### config.mk
export PLATFORM = sky130hd
export DESIGN_NAME = ray_jitter_gen
export DESIGN_NICKNAME = d
export VERILOG_FILES = /design/src/rtl/ray_jitter_gen.sv
export SDC_FILE = /design/constraint.sdc
export NUM_CORES = 1
export LEC_CHECK = 0
export ABC_AREA = 1
export CAP_MARGIN = 20
export CELL_PAD_IN_SITES_DETAIL_PLACEMENT = 1
export CELL_PAD_IN_SITES_GLOBAL_PLACEMENT = 1
export CORE_MARGIN = 8
export CORE_UTILIZATION = 38
export DETAILED_ROUTE_END_ITERATION = 16
export MAX_ROUTING_LAYER = met4
export PLACE_DENSITY_LB_ADDON = 0.1
export SLEW_MARGIN = 20
export SYNTH_ARGS = -nofsm -noshare
export SYNTH_HDL_FRONTEND = slang
export SYNTH_SLANG_ARGS = --single-unit
### constraint.sdc
create_clock -name clk -period 3.05 [get_ports clk]
set_input_delay 0.4575 -clock clk [delete_from_list [all_inputs] [get_ports clk]]
set_output_delay 0.4575 -clock clk [all_outputs]
set_load 0.01 [all_outputs]
### src/rtl/ray_jitter_gen.sv
// ray_jitter_gen
//   Produces one pixel's stratified (jittered) sub-pixel sample set. The pixel
//   is split into a 2^GRID_LOG2 x 2^GRID_LOG2 grid of cells. Each sample's
//   offset is the cell coordinate in the top bits, with PRNG bits filling the
//   remaining fraction. Samples are walked in row-major cell order.
//
// Ports
//   clk        : single clock, rising edge
//   rst_n      : asynchronous active-low reset
//   rand_num   : 12-bit PRNG value, may change every cycle
//   start      : request one pixel's sample set (accepted only while idle)
//   busy       : high while a pixel is in progress
//   smp_valid  : sample presented (valid/ready handshake with smp_ready)
//   smp_ready  : consumer accepts the presented sample
//   smp_dx     : unsigned 0.12 x offset of the presented sample
//   smp_dy     : unsigned 0.12 y offset of the presented sample
//   smp_idx    : index of the presented sample, 0..SPP-1
//   smp_last   : smp_idx is the final sample of the pixel
//   done       : one-cycle pulse after the final sample is accepted
module ray_jitter_gen #(
    parameter int GRID_LOG2 = 1
) (
    input  logic                   clk,
    input  logic                   rst_n,
    input  logic [11:0]            rand_num,
    input  logic                   start,
    output logic                   busy,
    output logic                   smp_valid,
    input  logic                   smp_ready,
    output logic [11:0]            smp_dx,
    output logic [11:0]            smp_dy,
    output logic [2*GRID_LOG2-1:0] smp_idx,
    output logic                   smp_last,
    output logic                   done
);

    localparam int IDX_W = 2 * GRID_LOG2;
    localparam int SPP   = 1 << IDX_W;

    typedef enum logic [1:0] {
        IDLE,
        DRAW_X,
        DRAW_Y,
        PRESENT
    } state_t;

    state_t           state;
    logic [IDX_W-1:0] idx;

    // The low PRNG bits are displaced by the cell coordinate and never used.
    logic rand_lsb_unused;
    assign rand_lsb_unused = ^rand_num[GRID_LOG2-1:0];

    assign smp_idx = idx;

    always_ff @(posedge clk or negedge rst_n) begin
        if (!rst_n) begin
            state     <= IDLE;
            idx       <= '0;
            smp_dx    <= '0;
            smp_dy    <= '0;
            smp_valid <= 1'b0;
            smp_last  <= 1'b0;
            busy      <= 1'b0;
            done      <= 1'b0;
        end else begin
            done <= 1'b0;
            case (state)
                IDLE: begin
                    // The done cycle is spent in IDLE, so a start arriving
                    // with the done pulse begins the next pixel immediately.
                    if (start) begin
                        state    <= DRAW_X;
                        idx      <= '0;
                        smp_last <= 1'b0;
                        busy     <= 1'b1;
                    end
                end
                DRAW_X: begin
                    // Column bits of the index select the x cell.
                    smp_dx <= {idx[GRID_LOG2-1:0], rand_num[11:GRID_LOG2]};
                    state  <= DRAW_Y;
                end
                DRAW_Y: begin
                    // Row bits of the index select the y cell.
                    smp_dy    <= {idx[IDX_W-1:GRID_LOG2], rand_num[11:GRID_LOG2]};
                    state     <= PRESENT;
                    smp_valid <= 1'b1;
                end
                PRESENT: begin
                    // Offsets and index are frozen until the consumer takes
                    // the sample; no PRNG bits are consumed while stalled.
                    if (smp_ready) begin
                        smp_valid <= 1'b0;
                        if (smp_last) begin
                            state    <= IDLE;
                            idx      <= '0;
                            smp_last <= 1'b0;
                            busy     <= 1'b0;
                            done     <= 1'b1;
                        end else begin
                            state    <= DRAW_X;
                            idx      <= idx + IDX_W'(1);
                            // Tracks idx so smp_last stays a plain register.
                            smp_last <= (idx == IDX_W'(SPP - 2));
                        end
                    end
                end
                default: state <= IDLE;
            endcase
        end
    end

endmodule
==> key figures <==
Job
  – Max Cap Viol: 0

Clocking
  – Root Driver: clkbuf_8
  – Inserted Clock Buffers: 5
  – Clk pin slew, worst setup/hold paths: 70 ps
  – Post-cts sizing count: 0
  – CTS tree: done
  – H-tree depth: 2
  – Worst-Skew Late Latency: 280 ps
  – Clk sink count: 32
  – Post-CTS Setup Bufs: 0
  – Hold_buf cts: 0
  – Max Buffers Root-to-Sink: 2

Setup path
  – Worst path cell trace: clkdlybuf4s50_1
  – Crit path buf inv count: 1
  – Critical path's largest stage delay: 600 ps
  – CP max FO: 6
  – Worst Setup End Kind: output port
  – Critical R2R Launch: state[0]
  – CP Launch Point: smp_last
  – CP required: 2590 ps
  – Worst R2R Path Depth: 3
  – Kind of cell adding the most delay to the critical path: buffers and inverters
  – Critical Path Start Type: register
  – Kind of critical path: reg -> out
  – CP Data Arrival Time: 1390 ps
  – CP max-delay cell: clkdlybuf4s50_1
  – Stages on the worst setup path: 1

Floorplan
  – Initial core utilization: 0.394
  – FP Rows: 22
  – Die Y: 77.6 um
  – I/O pins: 46
  – DIE AREA: 6020 um2
  – Chip width: 77.6 um
  – Core area: 3660 um2

Timing
  – Final hold violations: 0
  – FMAX: 0.542 GHz
  – Tcrit/Tclk final: 0.604
  – Final min period: 1840 ps
  – RSZ-0062 raised after global routing: false
  – Clk_skew: 2.71 ps
  – Relative slew slack: 0.448
  – Pin slew with the least headroom to its limit: 828 ps
  – Setup TNS: 0 ps
  – Final number of setup-violating endpoints: 0
  – Slew Limit Fails: 0

Power and ir drop
  – Power Density: 1180 nW/um2
  – Power Total: 2.41 mW
  – Peak supply drop: 0.449 mV
  – Pleak: 0.939 nW

Yosys
  – Mapped Cells: 110
  – Yosys warnings: 0
  – #FFs+latches synth: 32
  – Synth Area per Inst: 13.1 um2
  – Synthesized area: 1440 um2
  – Post-synth cell types: 16
  – Syn Nets: 133
  – Sequential element share of the synthesized area: 0.555

Final layout
  – Area Overhead vs Synth: 42.4%
  – Fin nets: 183
  – Layout cell share with drive strength beyond 1: 0.224
  – Filler instances: 382
  – Antenna diode instance count: 0

GRT
  – Wire length of the first global-routing pass: 5.60 mm
  – Pin count of the biggest net entering global routing: 33
  – Total GRT Usage: 0.118
  – Initial antenna violation count: 0
  – Vias in the first global route: 1,109
  – Overflow left after global routing: 0

Drt
  – Total number of vias: 962
  – Antenna-violating nets left: 0
  – TritonRoute pass-1 iters: 5
  – Initial DRC count: 41
  – DRC Markers: 0
  – Via-to-Cell Ratio: 4.60
  – Avg WL per Cell: 15.6 um
  – Routed wire length: 3.26 mm

Hold path
  – WHS Path Cells: 2
  – Hold path startpoint: busy
  – Hold Path Class: reg -> reg

Placement
  – Final Wtd Congestion: 0.771
  – Final HPWL DP: 2.37 mm
  – I/O Buffers: 44

Status
  – Status: complete, no violations
==> power by group <==
| group | switching, mW | leakage (nW) | internal [mW] |
|---|---|---|---|
| sequential | 0.126 | 0.386 | 0.633 |
| clock | 0.157 | 0.0645 | 0.288 |
| combinational | 0.499 | 0.489 | 0.711 |
==> cells by family (layout without fill, tap and decap cells) <==
kind of cell	Yosys count	in the layout	synth area share
adder cells (fa/ha/maj)	7	7	0.0607
flip-flops	32	32	0.555
buffers and inverters	11	62	0.0390
AND/OR/NAND/NOR	28	28	0.0902
AO/OA/AOI/OAI	9	9	0.0312
multiplexers	23	23	0.224
==> Yosys cell counts, drive strengths merged <==
cell type / n / share of area
ha: 7 / 0.061
dfrtp: 32 / 0.56
nor2: 8 / 0.026
mux2: 23 / 0.22
o21ai: 8 / 0.028
inv: 9 / 0.023
a21oi: 1 / 0.0035
buf: 2 / 0.016
nand3: 2 / 0.016
nand2: 18 / 0.049
==> final cells by class <==
type	instances	area [um2]	share of cell area
timing repair buffer	45	448	0.218
clock inverter	1	30.0	0.0146
clock buffer	7	96.3	0.0469
multi-input combinational	67	586	0.285
sequential	32	801	0.390
inverter	9	33.8	0.0164
tap	48	60.1	0.0292
==> per-stage QoR <==
step	std cells	utilization	hold WS, ps	setup WS, ps	instance area, um2
floorplan	110	-	162	1710	1440
global placement	201	0.527	461	1250	1930
detailed placement	201	0.527	471	1190	1930
CTS	209	0.561	488	1180	2050
global route	209	0.561	513	1120	2050
finish	209	0.561	481	1210	2050
==> path summary, 6_finish.rpt <==
path	to	slack (ps)
hold / removal	busy	480
max in group asynchronous	state[0]	2180
setup / recovery	smp_last	1210
setup reg to reg	smp_dy[0]	1210
hold reg to reg	busy	480
min in group asynchronous	busy	570
==> registers in the layout (all words and copies together), names as in the netlist <==
register   cells
done           1
busy           1
smp_last       1
smp_dx        12
smp_idx        2
state          2
smp_valid      1
smp_dy        12
==> layer usage <==
| layer | part of all wire | vias to the layer above | routed length (um) | track usage |
|---|---|---|---|---|
| met5 | 0 | - | 0 | - |
| met4 | 0.015 | 0 | 48 | 0.0604 |
| met3 | 0.060 | 5 | 197 | 0.0426 |
| met2 | 0.48 | 26 | 1580 | 0.186 |
| met1 | 0.44 | 471 | 1440 | 0.129 |
| li1 | - | 460 | - | - |
==> cell usage in the layout, fill, tap and decap left out, types with 2 or more instances in the layout <==
| cell type | n |
|---|---|
| inv_1 | 8 |
| nor2_1 | 7 |
| mux2_2 | 6 |
| nand2_1 | 17 |
| mux2_4 | 17 |
| clkbuf_8 | 7 |
| ha_1 | 7 |
| o21ai_1 | 6 |
| dfrtp_1 | 32 |
| clkdlybuf4s50_1 | 44 |
| o21ai_0 | 2 |
No activity file was read; power rests on OpenSTA's default activity.
